$ cat src/rtl/sonar_ctrl.sv
// sonar_ctrl: HC-SR04 sequencer (clk_1m, rst, en/start in, s1_trig/s1_echo sensor, busy/dist_vld/dist_cm/echo_us/timeout result)
module sonar_ctrl #(
  parameter int TRIG_US = 10,
  parameter int ECHO_WAIT_US = 2000,
  parameter int MAX_ECHO_US = 38000,
  parameter int CM_DIV = 58,
  parameter int HOLD_US = 60000
) (
  input  logic        clk_1m,
  input  logic        rst,
  input  logic        en,
  input  logic        start,
  output logic        s1_trig,
  input  logic        s1_echo,
  output logic        busy,
  output logic        dist_vld,
  output logic [9:0]  dist_cm,
  output logic [15:0] echo_us,
  output logic        timeout
);
  typedef enum logic [2:0] {IDLE, TRIG, WAIT, MEAS, DIV, DONE, HOLD} state_t;
  state_t state, state_n;
  logic [15:0] cnt, rem, w, ld_us;
  logic [9:0] q, ld_cm;
  logic e0, e1, e2, ld, ld_to;
  logic [15:0] cnt_p1;
  assign cnt_p1 = cnt + 16'd1;
  assign busy = state != IDLE;
  always_comb begin
    state_n = state;
    ld = 1'b0;
    ld_to = 1'b0;
    ld_cm = q;
    ld_us = w;
    case (state)
      IDLE: state_n = (start | en) ? TRIG : IDLE;
      TRIG: state_n = (cnt == 16'(TRIG_US - 1)) ? WAIT : TRIG;
      WAIT:
        if (e1 & ~e2) state_n = MEAS;
        else if (cnt == 16'(ECHO_WAIT_US - 1)) begin
          state_n = DONE;
          ld = 1'b1;
          ld_to = 1'b1;
          ld_cm = 10'd1023;
          ld_us = 16'd0;
        end
      MEAS:
        if (!e1) state_n = DIV;
        else if (cnt == 16'(MAX_ECHO_US - 1)) begin
          state_n = DONE;
          ld = 1'b1;
          ld_to = 1'b1;
          ld_cm = 10'd1023;
          ld_us = 16'(MAX_ECHO_US);
        end
      DIV:
        if (rem < 16'(CM_DIV)) begin
          state_n = DONE;
          ld = 1'b1;
        end
      DONE: state_n = HOLD;
      HOLD: state_n = (cnt == 16'(HOLD_US - 1)) ? IDLE : HOLD;
      default: state_n = IDLE;
    endcase
  end
  always_ff @(posedge clk_1m) begin
    if (rst) begin
      state <= IDLE;
      cnt <= '0;
      {e0, e1, e2} <= '0;
      rem <= '0;
      w <= '0;
      q <= '0;
      s1_trig <= 1'b0;
      dist_vld <= 1'b0;
      dist_cm <= '0;
      echo_us <= '0;
      timeout <= 1'b0;
    end else begin
      state <= state_n;
      {e0, e1, e2} <= {s1_echo, e0, e1};
      cnt <= (state_n != state) ? 16'd0 : cnt_p1;
      // the cycle that detected the rising edge in WAIT was already high, hence cnt+1
      if (state == MEAS && !e1) begin
        w <= cnt_p1;
        rem <= cnt_p1;
        q <= '0;
      end else if (state == DIV && rem >= 16'(CM_DIV)) begin
        rem <= rem - 16'(CM_DIV);
        q <= &q ? q : q + 10'd1;
      end
      s1_trig <= state_n == TRIG;
      dist_vld <= ld;
      if (ld) begin
        dist_cm <= ld_cm;
        echo_us <= ld_us;
        timeout <= ld_to;
      end
    end
  end
endmodule

$ cat config.mk
export PLATFORM = sky130hd
export DESIGN_NAME = sonar_ctrl
export DESIGN_NICKNAME = d
export VERILOG_FILES = /design/src/rtl/sonar_ctrl.sv
export SDC_FILE = /design/constraint.sdc
export NUM_CORES = 1
export LEC_CHECK = 0
export BUFFER_PORTS_ARGS = -buffer_cell sky130_fd_sc_hd__buf_2
export CAP_MARGIN = 10
export CORE_MARGIN = 1.5
export CORE_UTILIZATION = 55
export DETAILED_ROUTE_END_ITERATION = 16
export PLACE_DENSITY = 0.74
export SLEW_MARGIN = 10
export SYNTH_ARGS = -nofsm -noshare
export SYNTH_HDL_FRONTEND = slang
export SYNTH_SLANG_ARGS = --single-unit
$ cat constraint.sdc
create_clock -name clk_1m -period 3 [get_ports clk_1m]
set_clock_uncertainty 0.05 [all_clocks]
set_input_delay 0.75 -clock clk_1m [delete_from_list [all_inputs] [get_ports clk_1m]]
set_output_delay 0.75 -clock clk_1m [all_outputs]
set_load 0.01 [all_outputs]
==> metrics.cfg <==
[status]
status=finished, final reports clean

[global_routing]
antenna_found_initial=0
grt_pass1_vias=2981
grt_max_degree=40
grt_overflow_total=0
grt_pass1_wl_um=14210
grtUsageTotal_pct=24.09

[pwr]
clock_power_share_pct=40.0
comb_power_share_pct=2.9
p_int_mw=1.664
total_power_mw=2.166
pwr-share-seq_pct=57.1
power_switching_uw=502.2
power_density_mw_per_mm2=498.4
swShare_pct=23.18
leakagePower_nw=1.694
irDropWorstVdd_mv=0.4008

[detailed_routing]
ant_nets=0
firstDrtPassIters=5
drc_errors=0
drt_iter0_drc=183
routed_wl_um=8410
viasPerCell=5.509
vias=3201
wl_per_cell_um=14.48

[logic_synthesis]
synth_mux_area_share_pct=0.7969
yosysSeqAreaShare_pct=46.92
syn_nets=464
ys_seq_elements=92
synth_fa_ha_area_share_pct=1.275
syn_avg_cell_area_um2=8.626
synth.distinct_cells=56
yosys_most_used_dff=dfxtp_1
synth_xor_area_share_pct=7.587
synth_enable_flop_cells=0
async_reset_ff_share_pct=0
synth_top_family_by_area=simple AND/OR/NAND/NOR gates
synth-simple-area-share_pct=26.01
synth_compound_area_share_pct=14.34
netlist_instances=455
yosys_warnings=0
synthesis.area_mm2=0.003925

[layout]
layout.cells.non_filler=581
final_core_util_pct=63.63
multiInputGateArea_mm2=0.001966
nFillCells=623
drive_gt1_share_pct=13.20
seq_area_mm2=0.001842
area_growth_pct=10.74
antennaDiodeCount=0
final_nets=489

[sta]
final-setup-viol-count=0
setup_tns_ns=0
hold_slack_ns=0.4031
slew_headroom_pct=51.39
drv_slew=0
hold_violations=0
worst_slew_pin_slew_ns=0.7197
rsz0062_at_grt=no
max_freq_mhz=396.1
min_period_ns=2.525
period_share_pct=84.15

[worst_setup_path]
cp.required_ns=3.20
r2r-start=rem[6]
critical_path.max_stage_delay_ns=0.74
ff2ff_setup_slack_ns=0.48
worstRegToRegCells=6
path_class=reg -> reg
path_delay_family=compound AO/OA/AOI/OAI gates
crit_fanout=9
cp_cell_sequence=or4_1 > o41ai_1 > a31oi_2 > nand4_1 > xor2_1 > nor2_1
endpoint_kind=flop
critical-path-slowest-cell=o41ai_1
worst_ep_arrival_time_ns=2.72
critPathBufInv=0
r2r-end=q[3]
cp-start-kind=flop

[die]
die_y_um=87.48
rows=30
start_util_pct=57.45
die_w_um=87.48
core_mm2=0.006832
die_area_mm2=0.007652
pin_count=35

[hold_path]
hold_depth=2
whs_endpoint=echo_us[11]
hold_start=w[11]
min_path_type=reg -> reg

[clock_tree]
cts_root_buf=clkbuf_8
tritoncts=done
insertion_delay_ns=0.37
cts_made_buffers=9
post_cts_buffers=0
clockBufferDepth=2
cts-resized-gates=0
htree_levels=3
cts_sinks=92
cts.clk_slew.worst_paths_ns=0.10
cts_hold_buf=0

[placement]
gp_congestion=0.8923
dp.cells=565
portBuffers=34
dp_hpwl_um=5993

[job]
cap_violations=0

## state kept, by name (all words and copies together) (netlist names)
| name | flops |
|---|---|
| q | 10 |
| e2 | 1 |
| dist_vld | 1 |
| w | 16 |
| timeout | 1 |
| e0 | 1 |
| cnt | 16 |
| state | 3 |
| e1 | 1 |
| dist_cm | 10 |
| echo_us | 16 |
| rem | 15 |
| s1_trig | 1 |
## how the worst max path moves through the flow
stage,from,endpoint,slack [ns],cells after the start
5_1_grt,cnt[11],cnt[12],0.26,6
3_5_place_dp,rem[6],cnt[12],0.49,6
4_1_cts,rem[6],cnt[12],0.48,6
6_report,rem[6],q[3],0.48,6
2_1_floorplan,rem[6],dist_cm[2],0.78,8
3_3_place_gp,rem[6],q[3],0.51,6
## power by group through the flow
stage | clock (mW) | combinational, mW | sequential (mW)
global route | 0.929 | 0.0700 | 1.24
global placement | 0 | 0.0631 | 1.27
floorplan | 0 | 0.0475 | 1.26
detailed placement | 0 | 0.0638 | 1.27
CTS | 0.877 | 0.0636 | 1.24
finish | 0.866 | 0.0632 | 1.24
## area by class of cell
cell class | instances | area share, %
Multi-Input combinational cell | 336 | 45.22
Sequential cell | 92 | 42.37
Timing Repair Buffer | 38 | 4.606
Clock buffer | 10 | 3.166
Tap cell | 96 | 2.763
Clock inverter | 6 | 1.612
Inverter | 3 | 0.2591
## per-layer routing
metal | up-vias | global-route usage (%) | share of wire [%]
met5 | - | 0 | 0
met2 | 78 | 38.95 | 47
met1 | 1484 | 31.86 | 47
met3 | 12 | 3.981 | 4.7
li1 | 1627 | - | -
met4 | 0 | 10.25 | 1.7
## cells by family (layout without fill, tap and decap cells)
family	Yosys count	after routing
mux	3	3
buf+inv	27	57
xor+xnor	34	34
simple gates	210	210
compound gates	85	85
fa+ha+maj	4	4
flops	92	92
## metrics by stage
| stage | cell area (µm²) | setup WS, ns |
|---|---|---|
| 2_1_floorplan | 3925 | 0.7800 |
| 3_3_place_gp | 4139 | 0.5108 |
| 3_5_place_dp | 4139 | 0.4920 |
| 4_1_cts | 4347 | 0.4838 |
| 5_1_grt | 4347 | 0.2620 |
| 6_report | 4347 | 0.4754 |
## Yosys cell counts, types with 3 or more instances
master    number  area, µm²
dfxtp_1       92       1842
nor2_1        73      274.0
nand2_1       52      195.2
a21oi_1       31      155.2
xnor2_1       17      148.9
xor2_1        17      148.9
nor3_1        16      80.08
clkbuf_1      15      56.30
nand3_1       13      65.06
o21a_1        11      82.58
a31oi_1        8      50.05
nand4_1        8      50.05
nor2b_1        8      50.05
a21boi_0       7      52.55
and3_1         5      31.28
a211oi_1       4      30.03
and4_1         4      35.03
ha_1           4      50.05
nand2b_1       4      25.02
o21ai_0        4      20.02
or4_1          4      30.03
buf_1          3      11.26
buf_2          3      15.01
inv_1          3      11.26
nor3b_1        3      22.52
nor4_1         3      18.77
nor4b_1        3      26.28
o21bai_1       3      22.52
or2_2          3      18.77
or3_1          3      18.77
## worst min-delay path, stage by stage (launching register included)
cell and delay, ns:
dfxtp_1 0.32, nand2_1 0.05, a21oi_1 0.05
## cells in the final DEF, fill, tap and decap left out, types with 3 or more instances in the layout
cell and instances:
or4_1 4, nor3b_1 3, or3_1 3, a21boi_0 7, clkinvlp_4 3, xor2_1 17, and3_1 5, clkbuf_8 10
inv_1 3, nor4b_1 3, a21oi_1 31, nor4_1 3, nor2b_1 8, a31oi_1 8, or2_2 3, nand4_1 8
nand2b_1 4, nor3_1 16, and4_1 4, o21a_1 11, ha_1 4, nand3_1 13, buf_4 4, dfxtp_1 92
xnor2_1 17, nor2_1 72, buf_2 34, o21bai_1 3, a211oi_1 4, o21ai_0 4, nand2_1 52
No activity file was read; power rests on OpenSTA's default activity.
